**src/rtl/riscv_dmi_arbiter.sv**
```systemverilog
`timescale 1ns/1ps
`default_nettype none
// ============================================================================
//  Module   : riscv_dmi_arbiter
//  Purpose  : Round-robin sharing of one Debug Module DMI channel between
//             NUM_REQ requesters, one transaction in flight, with a DM
//             response timeout that converts a hung access into FAILED.
//  Revision : 1.0  initial release
// ============================================================================
module riscv_dmi_arbiter #(
  parameter int NUM_REQ        = 2,
  parameter int ADDR_WIDTH     = 7,
  parameter int DATA_WIDTH     = 32,
  parameter int OP_WIDTH       = 2,
  parameter int TIMEOUT_CYCLES = 1024
) (
  input  logic                             clk_i,
  input  logic                             rstn_i,
  input  logic [NUM_REQ-1:0]               req_valid_i,
  output logic [NUM_REQ-1:0]               req_ready_o,
  input  logic [NUM_REQ*ADDR_WIDTH-1:0]    req_addr_i,
  input  logic [NUM_REQ*DATA_WIDTH-1:0]    req_data_i,
  input  logic [NUM_REQ*OP_WIDTH-1:0]      req_op_i,
  output logic [NUM_REQ-1:0]               resp_valid_o,
  input  logic [NUM_REQ-1:0]               resp_ready_i,
  output logic [DATA_WIDTH-1:0]            resp_data_o,
  output logic [OP_WIDTH-1:0]              resp_op_o,
  output logic                             dm_req_valid_o,
  input  logic                             dm_req_ready_i,
  output logic [ADDR_WIDTH-1:0]            dm_req_addr_o,
  output logic [DATA_WIDTH-1:0]            dm_req_data_o,
  output logic [OP_WIDTH-1:0]              dm_req_op_o,
  input  logic                             dm_resp_valid_i,
  output logic                             dm_resp_ready_o,
  input  logic [DATA_WIDTH-1:0]            dm_resp_data_i,
  input  logic [OP_WIDTH-1:0]              dm_resp_op_i,
  output logic                             busy_o,
  output logic [7:0]                       timeout_cnt_o
);

  localparam int GW     = (NUM_REQ > 1) ? $clog2(NUM_REQ) : 1;
  localparam int TW_RAW = $clog2(TIMEOUT_CYCLES + 1);
  localparam int TW     = (TW_RAW < 1) ? 1 : TW_RAW;
  localparam logic [TW-1:0]       TO_LAST   = (TIMEOUT_CYCLES == 0) ? '0 : TW'(TIMEOUT_CYCLES - 1);
  localparam logic [OP_WIDTH-1:0] OP_FAILED = OP_WIDTH'(2);

  typedef enum logic [1:0] {
    IDLE    = 2'd0,
    DM_REQ  = 2'd1,
    DM_RESP = 2'd2,
    RET     = 2'd3
  } state_t;

  state_t                state, state_nxt;
  logic [GW-1:0]         rr_ptr;
  logic [GW-1:0]         grant;
  logic [GW-1:0]         winner;
  logic [GW-1:0]         cand;
  logic                  win_found;
  logic [ADDR_WIDTH-1:0] addr_q;
  logic [DATA_WIDTH-1:0] data_q;
  logic [OP_WIDTH-1:0]   op_q;
  logic [DATA_WIDTH-1:0] rdata_q;
  logic [OP_WIDTH-1:0]   rop_q;
  logic [TW-1:0]         timer;
  logic [7:0]            timeout_cnt;
  logic                  timeout_hit;

  // A disabled timeout (TIMEOUT_CYCLES == 0) never fires, however far the timer wraps
  assign timeout_hit = (TIMEOUT_CYCLES != 0) && (timer == TO_LAST);

  assign dm_req_addr_o = addr_q;
  assign dm_req_data_o = data_q;
  assign dm_req_op_o   = op_q;
  assign resp_data_o   = rdata_q;
  assign resp_op_o     = rop_q;
  assign timeout_cnt_o = timeout_cnt;
  assign busy_o        = (state != IDLE);

  // Round-robin search: first valid requester at or above rr_ptr, wrapping
  always_comb begin
    winner    = '0;
    cand      = '0;
    win_found = 1'b0;
    for (int k = 0; k < NUM_REQ; k++) begin
      cand = GW'((int'(rr_ptr) + k) % NUM_REQ);
      if (!win_found && req_valid_i[cand]) begin
        win_found = 1'b1;
        winner    = cand;
      end
    end
  end

  // State register
  always_ff @(posedge clk_i or negedge rstn_i) begin
    if (!rstn_i) state <= IDLE;
    else         state <= state_nxt;
  end

  // Next-state and handshake outputs; the ready grant is masked while in reset
  always_comb begin
    state_nxt       = state;
    req_ready_o     = '0;
    resp_valid_o    = '0;
    dm_req_valid_o  = 1'b0;
    dm_resp_ready_o = 1'b0;
    case (state)
      IDLE: begin
        dm_resp_ready_o = 1'b1;
        if (win_found && rstn_i) begin
          req_ready_o[winner] = 1'b1;
          state_nxt           = DM_REQ;
        end
      end
      DM_REQ: begin
        dm_req_valid_o = 1'b1;
        if (dm_req_ready_i) state_nxt = DM_RESP;
      end
      DM_RESP: begin
        dm_resp_ready_o = 1'b1;
        if (dm_resp_valid_i || timeout_hit) state_nxt = RET;
      end
      RET: begin
        resp_valid_o[grant] = 1'b1;
        if (resp_ready_i[grant]) state_nxt = IDLE;
      end
      default: state_nxt = IDLE;
    endcase
  end

  // Datapath: request latch, timer, response latch, timeout counter, rr pointer
  always_ff @(posedge clk_i or negedge rstn_i) begin
    if (!rstn_i) begin
      rr_ptr      <= '0;
      grant       <= '0;
      addr_q      <= '0;
      data_q      <= '0;
      op_q        <= '0;
      rdata_q     <= '0;
      rop_q       <= '0;
      timer       <= '0;
      timeout_cnt <= '0;
    end else begin
      case (state)
        IDLE: begin
          if (win_found) begin
            grant  <= winner;
            addr_q <= req_addr_i[winner*ADDR_WIDTH +: ADDR_WIDTH];
            data_q <= req_data_i[winner*DATA_WIDTH +: DATA_WIDTH];
            op_q   <= req_op_i[winner*OP_WIDTH +: OP_WIDTH];
          end
        end
        DM_REQ: begin
          if (dm_req_ready_i) timer <= '0;
        end
        DM_RESP: begin
          timer <= timer + 1'b1;
          // A real response beats a timeout landing in the same cycle
          if (dm_resp_valid_i) begin
            rdata_q <= dm_resp_data_i;
            rop_q   <= dm_resp_op_i;
          end else if (timeout_hit) begin
            rdata_q <= '0;
            rop_q   <= OP_FAILED;
            if (timeout_cnt != 8'hFF) timeout_cnt <= timeout_cnt + 8'd1;
          end
        end
        RET: begin
          if (resp_ready_i[grant]) begin
            rr_ptr <= (grant == GW'(NUM_REQ - 1)) ? '0 : grant + 1'b1;
          end
        end
        default: ;
      endcase
    end
  end

endmodule
`default_nettype wire

```
**config.mk**
```make
export PLATFORM = sky130hd
export DESIGN_NAME = riscv_dmi_arbiter
export DESIGN_NICKNAME = d
export VERILOG_FILES = /design/src/rtl/riscv_dmi_arbiter.sv
export SDC_FILE = /design/constraint.sdc
export NUM_CORES = 1
export LEC_CHECK = 0
export BUFFER_PORTS_ARGS = -buffer_cell sky130_fd_sc_hd__buf_2
export CORE_MARGIN = 2
export CORE_UTILIZATION = 42
export DETAILED_ROUTE_END_ITERATION = 7
export PLACE_DENSITY = 0.77
export RECOVER_POWER = 50
export SLEW_MARGIN = 20
export SYNTH_ARGS = -nofsm -noshare
export SYNTH_HDL_FRONTEND = slang
export SYNTH_SLANG_ARGS = --single-unit
```
**constraint.sdc**
```tcl
create_clock -name clk_i -period 1.6 [get_ports clk_i]
set_input_delay 0.08 -clock clk_i [delete_from_list [all_inputs] [get_ports clk_i]]
set_output_delay 0.08 -clock clk_i [all_outputs]
set_load 0.005 [all_outputs]
```
After elaboration in Yosys (flattened, before gate mapping). Index checks and enable logic that the tools add are counted.

RAM bits: 0. Memories: 0. Register bits after elaboration: 98. Memory bits (read-only): 0. Latch bits: 0. Word-level logic and storage cells: 82.

Order comparisons: 6. Shift-type cells: 3. Equal/unequal tests: 9. Divide/modulo/power cells: 0. Add/sub/neg operators: 4. Bitwise operators: 1. Reductions and logical operators: 17. Multiply operators: 1. Muxes and demuxes: 31.

Operators with widths (number): $mux W32 (2); $shiftx A64 B7 Y32 (1); $pmux W11 S2 (1); $mux W2 (9); $mux W1 (15); $shiftx A14 B5 Y7 (1); $add A11 B1 Y11 const B (1); $eq A11 B10 Y1 const B (1); $mux W11 (1); $add A8 B1 Y8 const B (1); $lt A1 B2 Y1 const B (4); $ne A2 B2 Y1 const B (4); $ne A8 B8 Y1 const B (1); $pmux W2 S4 (1); $reduce_and A2 Y1 (4); $reduce_and A4 Y1 (2); $reduce_bool A2 Y1 (3); $eq A2 B2 Y1 const B (2); $logic_and A1 B1 Y1 (4); $mul A1 B3 Y4 const B (1); $shiftx A4 B3 Y2 (1); $add A1 B1 Y1 const B (2); $demux W1 S1 (2); $eq A2 B1 Y1 const B (1); 6 further kinds (7).

Longest topological paths before layout. Gate-level depths: netlist of run 1.

Depth after elaboration: 12. Gate-level depth with buffers: 7.

Least setup slack after synthesis of run 1. OpenSTA, ideal clock, no wires.

Path kind: flip-flop to flip-flop. Start: register state[1]. End: register timer[7]. Buffers on the path: 1. Stages on the path, launching flop included: 8. Setup time: 0.133 ns. Arrival time: 1.551 ns. Slack: -0.084 ns. Cell sequence: dfrtp_1 -> inv_1 -> ha_1 -> mux2i_1 -> clkbuf_1 -> nor3_1 -> xnor2_1 -> nor2_1.

Longest elaborated chain between the ends: 3. Elaborated cells between the ends (all ways): 6.

RTL lines: start, declared (line 54) `state_t state, state_nxt;`; start signal, assigned (line 97) `else state <= state_nxt;`; $eq A2 B1 Y1 or $eq A2 B2 Y1 (tied branches) (line 144) `case (state)`; $ne A2 B2 Y1 (no line) or $reduce_bool A2 Y1 (tied branches); $reduce_and A2 Y1 (no line); end signal, assigned (line 157) `timer <= timer + 1'b1;`; end, declared (line 65) `logic [TW-1:0] timer;`.

Several ways; a longest one is shown, not always the timed one. A chain may end at the register's enable or synchronous reset.

Worst setup path after layout of run 1.
Start: register state[0]. End: register timeout_cnt[6], in the netlist timeout_cnt_o[6].

Longest elaborated chain between the ends: 2.

RTL lines: $eq A2 B2 Y1 (line 144); $reduce_and A4 Y1 (no line); end signal, assigned (line 165) `if (timeout_cnt != 8'hFF) timeout_cnt <= timeout_cnt + 8'd1;`; end, declared (line 66) `logic [7:0] timeout_cnt;`.

Every way passes these cells.

==> results.json, run 1 <==
{
  "status": "finished, violations left",
  "violations": "negative setup slack",
  "via_per_inst": 5.08,
  "start_util": 0.428,
  "syn_area_mm2": 0.00437,
  "drt_wl_total_um": 13500,
  "cts_sinks": 98,
  "post-route-drc-count": 0,
  "comb_power_share": 0.451,
  "overflow": 0,
  "cts_tree": "built",
  "drive_gt1_frac": 0.369,
  "drv_cap": 0,
  "netlist_instances": 389,
  "regToRegStartpoint": "state[0]",
  "fin_total_pwr_mw": 10.2,
  "dp_worst_setup_slack_ns": -0.0476,
  "yosys.cell_types.count": 37,
  "min_from": "req_data_i[9]",
  "dieArea_mm2": 0.0112,
  "arrival_ns": 1.87,
  "whs_endpoint": "dm_req_data_o[9]",
  "place.gp.congestion": 0.824,
  "rr_worst_depth": 6,
  "vias": 4273,
  "tightestPinTransition_ns": 0.924,
  "holdPathStages": 3,
  "die_h_um": 106,
  "drtAntennaViolNets": 0,
  "ys_seq_elements": 98,
  "drt_iter0_drc": 283,
  "root_buffer": "clkbuf_8",
  "r2r_end": "timeout_cnt_o[6]",
  "worstPathMaxFanout": 7,
  "critical_path.endpoint_type": "flop",
  "critPathRequiredTime_ns": 1.85,
  "crit_type": "flop to flop",
  "setup_viol": 6,
  "syn_nets": 519,
  "ys_warn_count": 0,
  "grt_max_degree": 62,
  "area_growth_pct": 60.1,
  "dp_hpwl_um": 8010,
  "timing.hold.ws_ns": 0.0150,
  "seq_area_frac_synth": 0.561,
  "core_mm2": 0.0102,
  "power_density_mw_per_mm2": 1460,
  "p_leak_nw": 3.55,
  "rsz0062_at_grt": "true",
  "io_pins": 214,
  "cts_inserted_buffers": 9,
  "hold_path_class": "primary input to flop",
  "power.internal_mw": 6.48,
  "synthArstFlopShare": 1.00,
  "netSwitchingFraction": 0.365,
  "fin_crit_sh": 1.01,
  "power_frac_clock": 0.154,
  "io_buffers": 213,
  "clockBufferDepth": 2,
  "clk_latency_ns": 0.37,
  "finalHoldViolations": 0,
  "synth_edf_count": 0,
  "p_sw_mw": 3.72,
  "skew_ns": 0.0144,
  "setup_tns_ns": -0.0523,
  "rows": 37,
  "ir_drop_v": 0.000878,
  "diodes": 0,
  "nets": 830,
  "first_pass_iters": 4,
  "final_util": 0.685,
  "fmax_mhz": 617,
  "wire_per_inst_um": 16.0,
  "htree_levels": 3,
  "grt_antenna_before_repair": 0,
  "synth_flop_cell": "dfrtp_1",
  "seqPwrFrac": 0.395,
  "fin_ws_ns": -0.0211,
  "max-slew-margin-rel": 0.384,
  "clk_transition_reported_paths_ns": 0.10,
  "grt_pass1_vias": 4343,
  "r2r_setup_slack_ns": -0.02,
  "setup.worst_path.start_class": "flop",
  "die_w_um": 106,
  "drv_slew": 0,
  "grt.total_usage": 0.237,
  "grt_pass1_wl_um": 21100,
  "period_needed_ns": 1.62,
  "syn_area_per_cell_um2": 11.2
}
layout by cell type, fill, tap and decap left out, types with 3 or more instances in the layout:
cell             n
inv_2            3
a21oi_1          5
nor3_2           4
inv_1            4
clkbuf_8        10
nand3_1          7
clkbuf_1        44
a22o_1          33
o21ai_0         44
bufbuf_16        3
nand2b_1         3
buf_6            8
nor2b_1          4
o21ai_1          3
dlygate4sd3_1   72
buf_4           22
nand4_1          3
dfrtp_1         98
o21ai_2          3
mux2i_1         41
nand2_1         53
ha_4             3
buf_2          165
nor2_1           7
xnor2_1         10
inv_6            3
mux2_2           3
buf_12           5
per-layer routing:
layer | share of wire | vias to the layer above | track usage
li1 | - | 1999 | -
met1 | 0.40 | 2065 | 0.270
met2 | 0.52 | 179 | 0.431
met3 | 0.057 | 30 | 0.0490
met4 | 0.026 | 0 | 0.101
met5 | 0 | - | 0
worst max path at each step:
stage / startpoint / to / slack [ns] / cells after the start
2_1_floorplan: state[1] / timer[7] / -0.04 / 7
3_3_place_gp: state[0] / state[1] / 0.02 / 6
3_5_place_dp: state[1] / timer[4] / -0.05 / 6
4_1_cts: state[0] / timeout_cnt_o[6] / -0.01 / 6
5_1_grt: state[0] / timeout_cnt_o[7] / -0.09 / 7
6_report: state[0] / timeout_cnt_o[6] / -0.02 / 6
cell type report:
| cell class | count | area, um^2 |
|---|---|---|
| inverter | 7 | 26.3 |
| tap | 136 | 170 |
| clock inverter | 6 | 55.1 |
| sequential | 98 | 2450 |
| multi-input combinational | 261 | 1940 |
| clock buffer | 10 | 138 |
| timing repair buffer | 323 | 2230 |
| fill | 766 | 3230 |
registers in the layout (all words and copies together), names as in the netlist:
name           cells
dm_req_data_o     32
resp_data_o       32
timer             11
timeout_cnt_o      8
dm_req_addr_o      7
dm_req_op_o        2
resp_op_o          2
state              2
grant              1
rr_ptr             1
cell families (layout without fill, tap and decap cells):
family          count (synthesis)  after routing  share of synthesized area
simple gates                  103            103                      0.120
flops                          98             98                      0.561
compound gates                 95             95                      0.140
mux                            47             47                      0.110
buf+inv                        30            346                     0.0329
xor+xnor                       10             10                     0.0200
fa+ha+maj                       6              6                     0.0172
timing repair:
action | in CTS | in global routing
hold buffers | 72 | 0
endpoints found under the setup margin | 11 | 50
pin swaps | 6 | 3
endpoints found under the hold margin | 154 | 0
setup buffers | 4 | 0
cloned | 5 | 1
resized for setup | 15 | 27
power by group through the flow:
stage / clock network, mW / registers, mW / logic (mW)
floorplan: 0 / 4.09 / 1.87
global placement: 0 / 3.99 / 3.73
detailed placement: 0 / 4.01 / 3.86
CTS: 1.62 / 3.99 / 4.50
global route: 1.73 / 4.15 / 5.01
finish: 1.58 / 4.03 / 4.60
cells in the mapped netlist, types with 4 or more instances:
library cell	number	area, um^2
nor2b_1	4	25.0
xnor2_1	10	87.6
nand2b_1	4	25.0
nor2_1	8	30.0
a21oi_1	7	35.0
mux2i_1	43	430
dfrtp_1	98	2450
ha_1	6	75.1
clkbuf_1	13	48.8
nand3_1	7	35.0
o21ai_0	51	255
buf_2	7	35.0
nor3_1	5	25.0
a22o_1	33	289
nand2_1	53	199
inv_1	7	26.3
metrics by stage:
| step | cell area (um^2) | instances |
|---|---|---|
| finish | 7000 | 841 |
| global route | 7000 | 841 |
| CTS | 6960 | 840 |
| detailed placement | 5810 | 743 |
| global placement | 5810 | 743 |
| floorplan | 4400 | 389 |
worst max-delay path, stage by stage (launching register included):
cell	delay [ns]
dfrtp_1	0.41
inv_2	0.09
ha_4	0.19
nand4b_1	0.11
nor4_2	0.32
nand3_1	0.12
mux2_2	0.28
Note: power is estimated with default switching activity, not from simulation.
==> inputs of run 2 (changes only) <==
CORE_UTILIZATION = 46   (was 42)
PLACE_DENSITY = 0.8   (was 0.77)
clock period = 1.7 ns   (was 1.6 ns; I/O delays follow)
==> run 2 against run 1 <==
  * Global-route usage down 0.58 points
  * Via count is 4.8% lower
  * First-iteration DRC count is 59% lower
  * Final cell count down 4.5%
  * Clock power grew 3%
  * Power decreased by 8.1%
  * Largest cell class unchanged
  * Hold slack lost 0.0041 ns
  * Flip-flop and latch count stayed put
  * Sequential share of layout area increased by 2.3 points
  * Routed wire length is 7.1% lower
  * Critical endpoint is now timer[4]
  * The flow now finishes without violations
==> results.json, run 2 (same netlist as run 1, synthesis figures left out) <==
{
  "status": "completed",
  "final_cells": 803,
  "nets": 799,
  "critPathRequiredTime_ns": 1.99,
  "critical_path.endpoint_type": "flop",
  "fin_total_pwr_mw": 9.37,
  "drt_wl_total_um": 12500,
  "hold_path_class": "primary input to flop",
  "mostFrequentLayoutCells": "buf_2 (157), dfrtp_1 (97), nand2_1 (53), clkbuf_1 (53), o21ai_0 (49)",
  "tightestPinTransition_ns": 0.948,
  "cts_sinks": 98,
  "final_common_cell": "buf_2",
  "wire_per_inst_um": 15.6,
  "comb_power_share": 0.422,
  "timing.hold.ws_ns": 0.0109,
  "cts_inserted_buffers": 9,
  "fmax_mhz": 604,
  "crit_type": "flop to flop",
  "vias": 4068,
  "place.gp.congestion": 0.827,
  "grt_pass1_vias": 3983,
  "dieArea_mm2": 0.0103,
  "holdPathStages": 3,
  "path_delay_family": "simple AND/OR/NAND/NOR gates",
  "cp_num_buf_inv": 2,
  "grt_max_degree": 72,
  "io_pins": 214,
  "htree_levels": 3,
  "crit_start": "state[0]",
  "cpMostUsedCell": "buf_4",
  "dp_hpwl_um": 8230,
  "fin_ws_ns": 0.0444,
  "skew_ns": 0.0132,
  "final-seq-area_mm2": 0.00245,
  "max-slew-margin-rel": 0.368,
  "drv_cap": 0,
  "max_stage_delay_ns": 0.42,
  "diodes": 0,
  "cts_tree": "built",
  "min_from": "req_data_i[34]",
  "p_leak_nw": 3.33,
  "netSwitchingFraction": 0.362,
  "arrival_ns": 1.94,
  "grt.total_usage": 0.231,
  "power_frac_clock": 0.173,
  "core_mm2": 0.00924,
  "rsz0062_at_grt": "true",
  "post-route-drc-count": 0,
  "via_per_inst": 5.07,
  "drt_iter0_drc": 117,
  "drive_gt1_frac": 0.352,
  "finalHoldViolations": 0,
  "cp_num_cells": 6,
  "die_w_um": 102,
  "period_needed_ns": 1.66,
  "regToRegStartpoint": "state[0]",
  "slowest_stage": "or3_2",
  "worstPathMaxFanout": 14,
  "multi_input_area_mm2": 0.00189,
  "drtAntennaViolNets": 0,
  "rr_worst_depth": 6,
  "setup_tns_ns": 0,
  "p_sw_mw": 3.39,
  "dp.cells": 727,
  "seqPwrFrac": 0.405,
  "power.internal_mw": 5.98,
  "ir_drop_v": 0.000873,
  "drv_slew": 0,
  "whs_endpoint": "dm_req_data_o[2]",
  "rows": 35,
  "r2r_setup_slack_ns": 0.04,
  "io_buffers": 213,
  "fin_crit_sh": 0.974,
  "first_pass_iters": 4,
  "dp_worst_setup_slack_ns": 0.0253,
  "crit_chain": "buf_4, ha_4, mux2i_1, buf_4, or3_2, a21oi_1",
  "overflow": 0,
  "clockBufferDepth": 2,
  "grt_pass1_wl_um": 18800,
  "grt_antenna_before_repair": 0,
  "root_buffer": "clkbuf_8",
  "r2r_end": "timer[4]",
  "clk_transition_reported_paths_ns": 0.10,
  "die_h_um": 102,
  "clk_latency_ns": 0.36,
  "setup_viol": 0,
  "setup.worst_path.start_class": "flop",
  "power_density_mw_per_mm2": 1420,
  "area_growth_pct": 50.5,
  "start_util": 0.473,
  "fill_cells": 708
}
==> run 2: cell types whose count changed in the layout (fill, tap and decap cells not counted), moves of 3 or more <==
| cell | delta |
|---|---|
| dlygate4sd3_1 | -26 |
| clkbuf_1 | +9 |
| buf_2 | -8 |
| buf_6 | -6 |
| o21ai_0 | +5 |
| nor3_1 | +3 |
| nor3_2 | -3 |
| o21ai_1 | -3 |
==> run 2: routing by layer <==
| layer | part of all wire | global-route usage | vias up |
|---|---|---|---|
| met3 | 0.070 | 0.0580 | 18 |
| met1 | 0.40 | 0.280 | 1948 |
| met2 | 0.52 | 0.397 | 162 |
| met4 | 0.018 | 0.0904 | 0 |
| li1 | - | - | 1940 |
| met5 | 0 | 0 | - |
==> run 2: area by class of cell <==
cell class,instances,area share
flip-flops and latches,98,0.373
inverters,7,0.00399
well taps,129,0.0245
clock buffers,9,0.0188
repair buffers,292,0.279
multi-input cells,261,0.287
clock inverters,7,0.0148
==> run 2: through the flow <==
step           area (um^2)  utilization
3_5_place_dp          5730        0.620
4_1_cts               6480        0.701
3_3_place_gp          5730        0.620
5_1_grt               6580        0.712
6_report              6580        0.712
2_1_floorplan         4370            -
==> run 2: worst max-delay path by stage <==
| stage | to | slack [ns] |
|---|---|---|
| 2_1_floorplan | timer[7] | 0.02 |
| 3_3_place_gp | timeout_cnt_o[6] | 0.08 |
| 3_5_place_dp | timeout_cnt_o[7] | 0.03 |
| 4_1_cts | req_ready_o[0] | -0.003 |
| 5_1_grt | timer[4] | -0.01 |
| 6_report | timer[4] | 0.04 |
==> run 2: worst reg2reg max path: cells and delay by family, from the launching register on <==
family          cells  cell delay [ns]
fa+ha+maj           1             0.17
simple gates        1             0.42
mux                 1             0.11
compound gates      1             0.15
buf+inv             2             0.33
flops               1             0.40
==> run 2: what timing repair did <==
| item | CTS | global route |
|---|---|---|
| buffers inserted | 2 | 10 |
| endpoints found under the hold margin | 140 | 0 |
| gates cloned | 1 | 1 |
| resized for setup | 6 | 15 |
| setup endpoints to repair | 4 | 26 |
| pin swaps | 0 | 5 |
| hold buffers | 46 | 0 |
==> run 2: power groups by stage <==
stage / combinational [mW] / clock, mW / sequential, mW
6_report: 3.96 / 1.62 / 3.80
3_5_place_dp: 3.63 / 0 / 3.76
4_1_cts: 3.88 / 1.66 / 3.75
5_1_grt: 4.39 / 1.74 / 3.90
2_1_floorplan: 1.72 / 0 / 3.84
3_3_place_gp: 3.49 / 0 / 3.74
==> inputs of run 3 (changes only) <==
BUFFER_PORTS_ARGS = -buffer_cell sky130_fd_sc_hd__clkbuf_2   (was -buffer_cell sky130_fd_sc_hd__buf_2)
CORE_MARGIN = not set   (was 2)
CTS_CLUSTER_SIZE = 12   (was not set)
==> run 3 against run 2 <==
  * The flow now finishes with violations (negative setup slack)
  * Largest power group unchanged
  * Sequential share of layout area decreased by 0.96 points
  * Hold slack got worse by 0.0026 ns
  * Critical path depth increased by 1
  * Count of clock-buffer cells in the layout unchanged
  * Die area decreased by 3.9%
  * Flip-flop and latch count unchanged
  * Critical endpoint is now timeout_cnt_o[6]
  * Clock power about the same
  * Routed wire length increased by 5.6%
  * Worst setup slack got worse by 0.054 ns
  * Power increased by 1.2%
==> results.json, run 3 (same netlist as run 1, synthesis figures left out) <==
{
  "status": "finished, violations left",
  "violations": "negative setup slack",
  "first_pass_iters": 4,
  "io_pins": 214,
  "wire_per_inst_um": 16.1,
  "setup_viol": 1,
  "grt.total_usage": 0.263,
  "core_mm2": 0.00924,
  "grt_antenna_before_repair": 0,
  "skew_ns": 0.0185,
  "max-slew-margin-rel": 0.259,
  "tightestPinTransition_ns": 1.11,
  "worstPathMaxFanout": 4,
  "rsz0062_at_grt": "true",
  "clockBufferDepth": 2,
  "timing.hold.ws_ns": 0.00822,
  "critPathRequiredTime_ns": 1.95,
  "clk_latency_ns": 0.37,
  "htree_levels": 3,
  "dp_worst_setup_slack_ns": 0.0157,
  "slowest_stage": "dfrtp_1",
  "die_h_um": 99.5,
  "cts_tree": "built",
  "dieArea_mm2": 0.00990,
  "rows": 35,
  "drive_gt1_frac": 0.391,
  "overflow": 0,
  "power_density_mw_per_mm2": 1400,
  "cp_num_buf_inv": 2,
  "cp_num_cells": 7,
  "drt_iter0_drc": 158,
  "io_buffers": 213,
  "drtAntennaViolNets": 0,
  "post-route-drc-count": 0,
  "grt_pass1_wl_um": 20100,
  "fin_ws_ns": -0.00912,
  "area_growth_pct": 54.4,
  "fill_cells": 644,
  "rr_worst_depth": 7,
  "crit_chain": "inv_2, ha_4, buf_6, nand4b_1, nor4_4, nand3_2, mux2_4",
  "clk_transition_reported_paths_ns": 0.11,
  "drt_wl_total_um": 13200,
  "cts_inserted_buffers": 9,
  "place.gp.congestion": 0.788,
  "vias": 4257,
  "via_per_inst": 5.20,
  "diodes": 0,
  "cts_sinks": 98,
  "dp_hpwl_um": 7930,
  "finalHoldViolations": 0,
  "ir_drop_v": 0.000777,
  "holdPathStages": 3,
  "drv_slew": 0,
  "root_buffer": "clkbuf_8",
  "p_leak_nw": 3.53,
  "grt_max_degree": 90,
  "max_stage_delay_ns": 0.42,
  "crit_type": "flop to flop",
  "arrival_ns": 1.96,
  "drv_cap": 0,
  "nets": 815,
  "period_needed_ns": 1.71,
  "fin_crit_sh": 1.01,
  "setup.worst_path.start_class": "flop",
  "start_util": 0.473,
  "mostFrequentLayoutCells": "clkbuf_2 (196), dfrtp_1 (98), dlygate4sd3_1 (64)",
  "grt_pass1_vias": 4246,
  "critical_path.endpoint_type": "flop",
  "r2r_setup_slack_ns": -0.009,
  "die_w_um": 99.5,
  "fmax_mhz": 585,
  "hold_path_class": "primary input to flop",
  "final_common_cell": "clkbuf_2",
  "path_delay_family": "simple AND/OR/NAND/NOR gates"
}
-- run 3: changes by cell type in the layout (fill, tap and decap cells not counted), sizes merged --
| cell | previous run | this run |
|---|---|---|
| dlygate4sd3 | 46 | 64 |
| bufbuf | 1 | 0 |
| clkinvlp | 0 | 1 |
| inv | 9 | 10 |
| clkinv | 4 | 2 |
| buf | 189 | 32 |
| clkbuf | 65 | 221 |
-- run 3: final cells by class --
| cell class | count | area (um^2) | share of cell area |
|---|---|---|---|
| multi-input combinational | 261 | 1870 | 0.277 |
| sequential | 98 | 2450 | 0.363 |
| inverter | 7 | 26.3 | 0.00389 |
| clock buffer | 9 | 124 | 0.0183 |
| clock inverter | 7 | 93.8 | 0.0139 |
| tap | 129 | 161 | 0.0239 |
| timing repair buffer | 308 | 2020 | 0.300 |
-- run 3: path summary, 6_finish.rpt --
check | startpoint | to
setup / recovery | state[0] | timeout_cnt_o[6]
hold / removal | req_data_i[23] | dm_req_data_o[23]
max in group asynchronous | rstn_i | dm_req_op_o[0]
hold reg to reg | dm_req_addr_o[1] | dm_req_addr_o[1]
min in group asynchronous | rstn_i | dm_req_data_o[29]
setup reg to reg | state[0] | timeout_cnt_o[6]
-- run 3: stage by stage --
step / power [mW] / instance area, um^2 / setup TNS, ns / std cells / utilization
6_report: 9.48 / 6750 / -0.00912 / 819 / 0.731
3_3_place_gp: 7.16 / 5700 / 0 / 724 / 0.617
3_5_place_dp: 7.32 / 5700 / 0 / 724 / 0.617
5_1_grt: 10.2 / 6750 / -0.374 / 819 / 0.731
4_1_cts: 9.15 / 6580 / 0 / 804 / 0.712
2_1_floorplan: 5.56 / 4370 / 0 / 389 / -
-- run 3: per-layer routing --
layer / up-vias / share of wire / GRT usage
li1: 1970 / - / -
met1: 2034 / 0.37 / 0.293
met2: 208 / 0.51 / 0.464
met3: 45 / 0.077 / 0.0780
met4: 0 / 0.036 / 0.119
met5: - / 0 / 0
-- run 3: worst reg2reg max path, cell delays in order (launching register included) --
cell and delay [ns]:
dfrtp_1 0.42, inv_2 0.09, ha_4 0.15, buf_6 0.10, nand4b_1 0.13, nor4_4 0.30, nand3_2 0.11, mux2_4 0.30
-- run 3: power by group --
part           switching (mW)  leakage, nW  internal (mW)
Clock                   0.908        0.107          0.722
Combinational            1.98         2.18           2.06
Sequential              0.562         1.24           3.25
-- run 3: what timing repair did --
item,CTS,global route
endpoints found under the setup margin,9,50
endpoints found under the hold margin,152,0
hold buffers,64,0
gates cloned,0,1
resized for setup,4,14
buffers inserted,1,14
pin swaps,0,6
